===== src/rtl/sar_n_if.sv =====
// Conversion handshake and datapath bundle for the sar_n successive-approximation controller.
interface sar_n_if #(
  parameter int unsigned WIDTH = 5
);
  logic             start;
  logic             cont;
  logic             comp;
  logic [WIDTH-1:0] dac;
  logic [WIDTH-1:0] out;
  logic             sar_serial;
  logic             bit_valid;
  logic             start_ready;
  logic             busy;
  logic             done;

  modport master (
    output start, cont, comp,
    input  dac, out, sar_serial, bit_valid, start_ready, busy, done
  );

  modport slave (
    input  start, cont, comp,
    output dac, out, sar_serial, bit_valid, start_ready, busy, done
  );
endinterface


===== src/rtl/sar_n.sv =====
// WIDTH-bit successive-approximation controller with start handshake, continuous mode,
// programmable comparator settle delay, and parallel plus MSB-first serial result.
module sar_n #(
  parameter int unsigned WIDTH         = 5,
  parameter int unsigned SETTLE_CYCLES = 0
) (
  input logic    clk,
  input logic    reset,
  sar_n_if.slave bus
);
  localparam int unsigned      IW          = $clog2(WIDTH);
  localparam logic [IW-1:0]    IDX_TOP     = IW'(WIDTH - 1);
  localparam logic [3:0]       SETTLE_LAST = 4'(SETTLE_CYCLES);
  localparam logic [WIDTH-1:0] ONE         = WIDTH'(1);

  typedef enum logic [1:0] {
    ST_IDLE,
    ST_SAMPLE,
    ST_CONV,
    ST_DONE
  } state_t;

  state_t           state;
  logic [IW-1:0]    idx;
  logic [3:0]       settle_cnt;
  logic [WIDTH-1:0] result;
  logic [WIDTH-1:0] dac_q;
  logic [WIDTH-1:0] out_q;
  logic             serial_q;
  logic             bit_valid_q;
  logic             start_ready_q;
  logic             busy_q;
  logic             done_q;

  logic [WIDTH-1:0] decided;
  logic [WIDTH-1:0] next_trial;

  // Bits below idx are still zero, so OR-ing in the decision and the next trial bit suffices.
  always_comb begin
    decided = result;
    if (bus.comp) begin
      decided = result | (ONE << idx);
    end
    next_trial = decided | (ONE << (idx - 1'b1));
  end

  always_ff @(posedge clk or posedge reset) begin
    if (reset) begin
      state         <= ST_IDLE;
      idx           <= IDX_TOP;
      settle_cnt    <= '0;
      result        <= '0;
      dac_q         <= '0;
      out_q         <= '0;
      serial_q      <= 1'b0;
      bit_valid_q   <= 1'b0;
      start_ready_q <= 1'b0;
      busy_q        <= 1'b0;
      done_q        <= 1'b0;
    end else begin
      start_ready_q <= 1'b0;
      bit_valid_q   <= 1'b0;
      done_q        <= 1'b0;
      case (state)
        ST_IDLE: begin
          dac_q <= '0;
          if (bus.start) begin
            state         <= ST_SAMPLE;
            start_ready_q <= 1'b1;
            busy_q        <= 1'b1;
          end
        end
        ST_SAMPLE: begin
          state      <= ST_CONV;
          result     <= '0;
          idx        <= IDX_TOP;
          settle_cnt <= '0;
          dac_q      <= ONE << IDX_TOP;
        end
        ST_CONV: begin
          if (settle_cnt == SETTLE_LAST) begin
            settle_cnt  <= '0;
            result      <= decided;
            serial_q    <= bus.comp;
            bit_valid_q <= 1'b1;
            if (idx == '0) begin
              state  <= ST_DONE;
              out_q  <= decided;
              done_q <= 1'b1;
              busy_q <= 1'b0;
              dac_q  <= '0;
            end else begin
              idx   <= idx - 1'b1;
              dac_q <= next_trial;
            end
          end else begin
            settle_cnt <= settle_cnt + 1'b1;
          end
        end
        ST_DONE: begin
          dac_q <= '0;
          if (bus.cont || bus.start) begin
            state         <= ST_SAMPLE;
            start_ready_q <= 1'b1;
            busy_q        <= 1'b1;
          end else begin
            state <= ST_IDLE;
          end
        end
        default: state <= ST_IDLE;
      endcase
    end
  end

  assign bus.dac         = dac_q;
  assign bus.out         = out_q;
  assign bus.sar_serial  = serial_q;
  assign bus.bit_valid   = bit_valid_q;
  assign bus.start_ready = start_ready_q;
  assign bus.busy        = busy_q;
  assign bus.done        = done_q;
endmodule


===== src/flat_wrapper.sv =====
// flat-port wrapper written by rule: the top's interface ports become plain ports
module sar_n_flat 
#(
  parameter int unsigned WIDTH         = 5,
  parameter int unsigned SETTLE_CYCLES = 0
)
  (clk, reset, bus_start, bus_cont, bus_comp, bus_dac, bus_out, bus_sar_serial, bus_bit_valid, bus_start_ready, bus_busy, bus_done);
  sar_n_if #(.WIDTH(WIDTH)) bus_i ();
  input logic clk;
  input logic reset;
  input wire logic [$bits(bus_i.start)-1:0] bus_start;
  input wire logic [$bits(bus_i.cont)-1:0] bus_cont;
  input wire logic [$bits(bus_i.comp)-1:0] bus_comp;
  output wire logic [$bits(bus_i.dac)-1:0] bus_dac;
  output wire logic [$bits(bus_i.out)-1:0] bus_out;
  output wire logic [$bits(bus_i.sar_serial)-1:0] bus_sar_serial;
  output wire logic [$bits(bus_i.bit_valid)-1:0] bus_bit_valid;
  output wire logic [$bits(bus_i.start_ready)-1:0] bus_start_ready;
  output wire logic [$bits(bus_i.busy)-1:0] bus_busy;
  output wire logic [$bits(bus_i.done)-1:0] bus_done;
  assign bus_i.start = bus_start;
  assign bus_i.cont = bus_cont;
  assign bus_i.comp = bus_comp;
  assign bus_dac = bus_i.dac;
  assign bus_out = bus_i.out;
  assign bus_sar_serial = bus_i.sar_serial;
  assign bus_bit_valid = bus_i.bit_valid;
  assign bus_start_ready = bus_i.start_ready;
  assign bus_busy = bus_i.busy;
  assign bus_done = bus_i.done;
  sar_n #(.WIDTH(WIDTH), .SETTLE_CYCLES(SETTLE_CYCLES)) u_core (.clk(clk), .reset(reset), .bus(bus_i));
endmodule

===== config.mk =====
export PLATFORM = sky130hd
export DESIGN_NAME = sar_n_flat
export DESIGN_NICKNAME = d
export VERILOG_FILES = /design/src/rtl/sar_n_if.sv /design/src/rtl/sar_n.sv /design/src/flat_wrapper.sv
export SDC_FILE = /design/constraint.sdc
export NUM_CORES = 1
export LEC_CHECK = 0
export CAP_MARGIN = 30
export CORE_MARGIN = 2
export CORE_UTILIZATION = 50
export CTS_CLUSTER_SIZE = 20
export DETAILED_ROUTE_END_ITERATION = 6
export GPL_ROUTABILITY_DRIVEN = 0
export PLACE_DENSITY = 0.72
export SYNTH_ARGS = -nofsm -noshare
export SYNTH_HDL_FRONTEND = slang
export SYNTH_SLANG_ARGS = --single-unit

===== constraint.sdc =====
create_clock -name clk -period 1.97 [get_ports clk]
set_input_delay 0.394 -clock clk [delete_from_list [all_inputs] [get_ports clk]]
set_output_delay 0.394 -clock clk [all_outputs]
set_load 0.01 [all_outputs]

# Yosys cells after proc, flatten, opt, wreduce, memory -nomap -nowiden
# Index checks and enable logic that the tools add are counted.
dict set report classes {
  n_addsub 2
  mul 0
  n_div 0
  magnitude_cmp 0
  eq_ne 8
  shifts 2
  n_mux 29
  bitwise_logic 2
  n_reduce_logical 13
}
# cell count
set ops {}
lappend ops {{two-way mux 5 bit} 4}
lappend ops {{one-hot mux 5 bit (3 select lines)} 1}
lappend ops {{two-way mux 1 bit} 12}
lappend ops {{OR 5 bit} 2}
lappend ops {{one-hot mux 5 bit (2 select lines)} 1}
lappend ops {{<< shifter 1 x 3 -> 5 bit (first input constant)} 2}
lappend ops {{AND reduction 3 bit} 3}
lappend ops {{one-hot mux 2 bit (4 select lines)} 1}
lappend ops {{one-hot mux 4 bit (2 select lines)} 1}
lappend ops {{two-way mux 2 bit} 3}
lappend ops {{two-way mux 3 bit} 2}
lappend ops {{inequality test 2 x 1 -> 1 bit (second input constant)} 3}
lappend ops {{one-hot mux 3 bit (2 select lines)} 1}
lappend ops {{AND reduction 5 bit} 1}
lappend ops {{adder 4 x 1 -> 4 bit (second input constant)} 1}
lappend ops {{equality test 2 bit (second input constant)} 2}
lappend ops {{logical NOT 4 bit} 1}
lappend ops {{two-way mux 4 bit} 1}
lappend ops {{inequality test 2 bit (second input constant)} 2}
lappend ops {{AND reduction 2 bit} 2}
lappend ops {{logical NOT 3 bit} 1}
lappend ops {{one-hot mux 1 bit (3 select lines)} 1}
lappend ops {{nonzero test 3 bit} 1}
lappend ops {{subtractor 3 x 1 -> 3 bit (second input constant)} 1}
lappend ops {{6 further kinds} 6}
dict set report word_totals {
  ff_bits 29
  latch_bits 0
  mem_bits_rw 0
  rom_bits 0
  inputBits 5
  output_inout_bits 15
  memories 0
}

# Depth between registers and ports, before layout
dict set report depth {
  word_depth 7
  mapped_depth 7
}

# Worst setup path after synthesis
# No wires, ideal clock.
dict set report synth_path {
  path_kind {flip-flop to flip-flop}
  from {reg u_core.settle_cnt[0]}
  to {reg u_core.out_q[4], in the netlist u_core.bus.out[4]}
  setup_time_ns 0.125
  arrival_ns 1.617
  slack_ns 0.228
  path_stages_with_launch 8
  path_buffers 1
  cell_sequence {dfrtp_1 inv_1 ha_1 or3b_1 buf_6 nor2_8 nand2_2 mux2_4}
}
dict set report synth_between {
  elab_chain_len 2
}
# item line_no
set synth_rtl {}
lappend synth_rtl {{start: declaration} sar_n.sv:25} ;# logic [3:0] settle_cnt;
lappend synth_rtl {{start signal: assignment} sar_n.sv:97} ;# settle_cnt <= settle_cnt + 1'b1;
lappend synth_rtl {{logical NOT 4 bit} sar_n.sv:81} ;# if (settle_cnt == SETTLE_LAST) begin
lappend synth_rtl {{AND reduction 3 bit (no source line)} --}
lappend synth_rtl {{end signal: assignment} sar_n.sv:88} ;# out_q <= decided;
lappend synth_rtl {{end: declaration} sar_n.sv:28} ;# logic [WIDTH-1:0] out_q;
# Every way passes these cells.
# A chain may end at the register's enable or synchronous reset.

# Final worst setup path
dict set report layout_path {
  from {reg u_core.settle_cnt[0]}
  to {reg u_core.idx[2]}
}
dict set report layout_between {
  elab_chain_len 3
}
# item line_no
set layout_rtl {}
lappend layout_rtl {{logical NOT 4 bit} sar_n.sv:81}
lappend layout_rtl {{inequality test 2 x 1 -> 1 bit (no source line)} --}
lappend layout_rtl {{AND reduction 3 bit (no source line)} --}
lappend layout_rtl {{end signal: assignment} sar_n.sv:93} ;# idx <= idx - 1'b1;
lappend layout_rtl {{end: declaration} sar_n.sv:24} ;# logic [IW-1:0] idx;
# Every way passes these cells.

==> flow_summary.rst <==
.. list-table::
   :header-rows: 1

   * - Metric
     - Value
   * - Endpoint arrival time on the critical path
     - 2100 ps
   * - Number of distinct library cell variants in the gate-level netlist after synthesis
     - 40
   * - Top cell type by total area after synthesis
     - sky130_fd_sc_hd__dfrtp_1
   * - Clock Sinks
     - 29
   * - Number of maximum-capacitance constraint violations
     - 0
   * - Post-route core utilization
     - 63.39%
   * - DRC violations left
     - 0
   * - Top cells by area in the synthesized netlist
     - sky130_fd_sc_hd__dfrtp_1 45%, sky130_fd_sc_hd__ha_1 9.5%, sky130_fd_sc_hd__a31oi_1 5.6%
   * - Largest buffer count on any clock path
     - 2
   * - Effective utilization at floorplan
     - 51.98%
   * - Largest fanout on the critical path
     - 7
   * - Crit path capture type
     - register
   * - Data required time of the worst path
     - 2240 ps
   * - Count of filler cells inserted in the layout
     - 256
   * - First-pass iteration count of the detailed router
     - 4
   * - Most used flip-flop cell after synthesis
     - sky130_fd_sc_hd__dfrtp_1
   * - Total overflow reported by the global router
     - 0
   * - Max_slew headroom
     - 66.00%
   * - Reg2reg path depth
     - 6
   * - Hold buffer count at CTS
     - 0
   * - Area growth from synthesis to final layout
     - 21.94%
   * - Fraction of post-synthesis cell area in the top cell type by area
     - 44.52%
   * - Netlist area before placement
     - 0.001574 mm^2
   * - Worst-case register-to-register setup slack
     - 140 ps
   * - DRT antenna net count
     - 0
   * - Final Hold Vio Count
     - 0
   * - Core Rows
     - 20
   * - Number of nets produced by synthesis
     - 178
   * - Via count normalized by instance count
     - 5.528
   * - Setup Total Neg Slack
     - 0 ps
   * - Total power consumption of the routed design
     - 2.804 mW
   * - Clock tree skew after final layout
     - 2.005 ps
   * - RSZ-0062 raised after global routing
     - false
   * - Count of nets after finishing
     - 205
   * - Leak pwr
     - 0.8449 nW
   * - Die extent in x
     - 60.11 um
   * - Critical path launch point type
     - register
   * - Number of levels in the clock H-tree
     - 2
   * - First DRT Iteration DRCs
     - 69
   * - Final setup viols
     - 0
   * - Clock latency at the later pin of the worst-skew pair
     - 320 ps
   * - Die H
     - 60.11 um
   * - FF-to-FF End
     - u_core.idx[2]$_DFFE_PP1P_
   * - Count of input and output buffers
     - 19
   * - Post-DP HPWL
     - 2438 um
   * - Ant diodes
     - 0
   * - Global-route wire length before repair
     - 5754 um
   * - Most frequent cells after synthesis
     - 28 x sky130_fd_sc_hd__dfrtp_1, 17 x sky130_fd_sc_hd__a21oi_1, 14 x sky130_fd_sc_hd__a31oi_1
   * - Routed wirelength normalized by instance count
     - 14.65 um
   * - Peak clock frequency supported by timing
     - 546.2 MHz
   * - Cell with the most instances after synthesis
     - sky130_fd_sc_hd__dfrtp_1
   * - Fraction of registers with async set/reset
     - 100.0%
   * - TritonCTS buffer count
     - 5
   * - CTS Root Cell
     - sky130_fd_sc_hd__clkbuf_4
   * - Total count of max-transition violations in the final report
     - 0
   * - Number of instances in the synthesized netlist
     - 161
   * - Average footprint of a synthesized cell
     - 9.776 um^2
   * - CTS tree
     - done
   * - Total number of vias
     - 1,288
   * - Yosys Warn Count
     - 0
   * - Via count of the first global-routing pass
     - 1,297
   * - Result of the run
     - complete, no violations
   * - Initial antenna violation count
     - 0
   * - Clock transition time at the flip-flop clock pins of the worst setup and hold paths
     - 90 ps
   * - Largest net degree at the start of global routing
     - 30
   * - Count of state elements after synthesis
     - 29
   * - Minimum period implied by the final worst setup slack
     - 1831 ps
   * - Power Density
     - 1461 mW/mm^2
   * - Start-to-end type of the worst setup path
     - register to register
   * - Global router's overall resource usage
     - 21.50%
   * - Placeable core region
     - 0.003028 mm^2
   * - Number of top-level pins
     - 20
   * - Number of enable-type register cells in the synthesized netlist
     - 0
   * - Reg-to-reg critical path startpoint
     - u_core.settle_cnt[0]$_DFFE_PP0P_
   * - Share of cells above drive strength 1
     - 13.23%
   * - Worst-case vdd ir drop
     - 0.6447 mV
   * - Sequential share of the synthesized area
     - 46.18%
   * - Min-Delay Path Class
     - primary input to asynchronous set/reset pin
   * - Measured slew at the worst slew-check pin
     - 510.0 ps
   * - Final period util
     - 92.93%
   * - Die area
     - 0.003613 mm^2
   * - Post-CTS Setup Inserts
     - 0
   * - Total wirelength of the detailed-routed design
     - 3414 um
-- metrics by stage --
| step | hold WS (ps) | instance area [um^2] | cells | setup WS (ps) |
|---|---|---|---|---|
| CTS | 435.1 | 1916 | 233 | 22.08 |
| global route | 466.5 | 1919 | 233 | 33.79 |
| detailed placement | 482.2 | 1846 | 225 | 57.56 |
| finish | 438.1 | 1919 | 233 | 139.2 |
| global placement | 473.4 | 1846 | 225 | 147.9 |
| floorplan | 471.4 | 1574 | 161 | 228.4 |
-- metal layers --
layer  up-vias  wire length, um  track usage (%)  share of wire (%)
met5         -                0                0                  0
met4         0                0            6.349                  0
met3         0              158            6.710                4.6
met2        36             1773            36.65                 52
met1       618             1482            25.85                 43
li1        634                -                -                  -
-- cells in the final DEF, fill, tap and decap left out, types with 2 or more instances in the layout --
cell type / n
sky130_fd_sc_hd__a21o_1: 2
sky130_fd_sc_hd__a21oi_1: 17
sky130_fd_sc_hd__a22oi_1: 3
sky130_fd_sc_hd__a31oi_1: 14
sky130_fd_sc_hd__buf_4: 8
sky130_fd_sc_hd__clkbuf_4: 5
sky130_fd_sc_hd__clkbuf_8: 2
sky130_fd_sc_hd__clkdlybuf4s50_1: 19
sky130_fd_sc_hd__dfrtp_1: 27
sky130_fd_sc_hd__ha_1: 12
sky130_fd_sc_hd__inv_1: 13
sky130_fd_sc_hd__nand2_1: 8
sky130_fd_sc_hd__nand2b_1: 4
sky130_fd_sc_hd__nand3_1: 8
sky130_fd_sc_hd__nor2_1: 8
sky130_fd_sc_hd__nor2b_1: 2
sky130_fd_sc_hd__o21a_1: 3
sky130_fd_sc_hd__o21ai_0: 4
sky130_fd_sc_hd__o21ai_1: 3
sky130_fd_sc_hd__o22ai_1: 2
sky130_fd_sc_hd__o31ai_1: 2
sky130_fd_sc_hd__or3_1: 2
-- critical path: stages (launching register included) --
cell and delay, ps:
sky130_fd_sc_hd__dfrtp_1 410, sky130_fd_sc_hd__inv_1 100, sky130_fd_sc_hd__ha_1 190, sky130_fd_sc_hd__or3b_4 460, sky130_fd_sc_hd__buf_4 180, sky130_fd_sc_hd__o41ai_1 250, sky130_fd_sc_hd__a22o_1 190
-- where the power goes --
part,internal (mW),switching [mW]
Combinational,0.670,0.793
Clock,0.207,0.208
Sequential,0.785,0.141
Total,1.66,1.14
-- repair_timing --
action / 4_1_cts / 5_1_grt
gates resized for setup: 0 / 2
endpoints found under the hold margin: 0 / 0
endpoints found under the setup margin: 0 / 3
-- cell type report --
type	instances	area [um^2]	share of cell area (%)
inverters	13	48.80	2.542
flip-flops and latches	29	728.2	37.94
multi-input cells	112	767.0	39.96
clock buffers	7	65.06	3.390
well taps	44	55.05	2.868
clock inverters	1	5.005	0.2608
repair buffers	27	250.2	13.04
-- cell families (layout without fill, tap and decap cells) --
group / Yosys count / count (layout) / share of synthesized area, %
compound gates: 58 / 58 / 23.13
fa+ha+maj: 12 / 12 / 9.539
buf+inv: 20 / 48 / 5.246
flops: 29 / 29 / 46.18
mux: 2 / 2 / 1.669
simple gates: 40 / 40 / 14.23
-- worst max path at each step --
stage	from	to	slack [ps]	cells after the start
6_report	u_core.settle_cnt[0]$_DFFE_PP0P_	u_core.idx[2]$_DFFE_PP1P_	140	6
5_1_grt	u_core.settle_cnt[0]$_DFFE_PP0P_	u_core.idx[2]$_DFFE_PP1P_	30	6
4_1_cts	u_core.settle_cnt[0]$_DFFE_PP0P_	u_core.idx[2]$_DFFE_PP1P_	20	6
3_5_place_dp	u_core.settle_cnt[0]$_DFFE_PP0P_	u_core.idx[2]$_DFFE_PP1P_	60	6
3_3_place_gp	u_core.settle_cnt[0]$_DFFE_PP0P_	u_core.idx[2]$_DFFE_PP1P_	150	6
2_1_floorplan	u_core.settle_cnt[0]$_DFFE_PP0P_	u_core.bus.out[4]$_DFFE_PP0P_	230	7
-- state kept, by name, indices dropped and copies added, names as in the netlist --
signal / count
u_core.idx: 3
u_core.bus.done: 1
u_core.bus.dac: 5
u_core.result: 5
u_core.bus.out: 5
u_core.bus.busy: 1
u_core.state: 2
u_core.settle_cnt: 4
u_core.bus.bit_valid: 1
u_core.bus.start_ready: 1
u_core.bus.sar_serial: 1
Power figures use the tool's default switching activity.
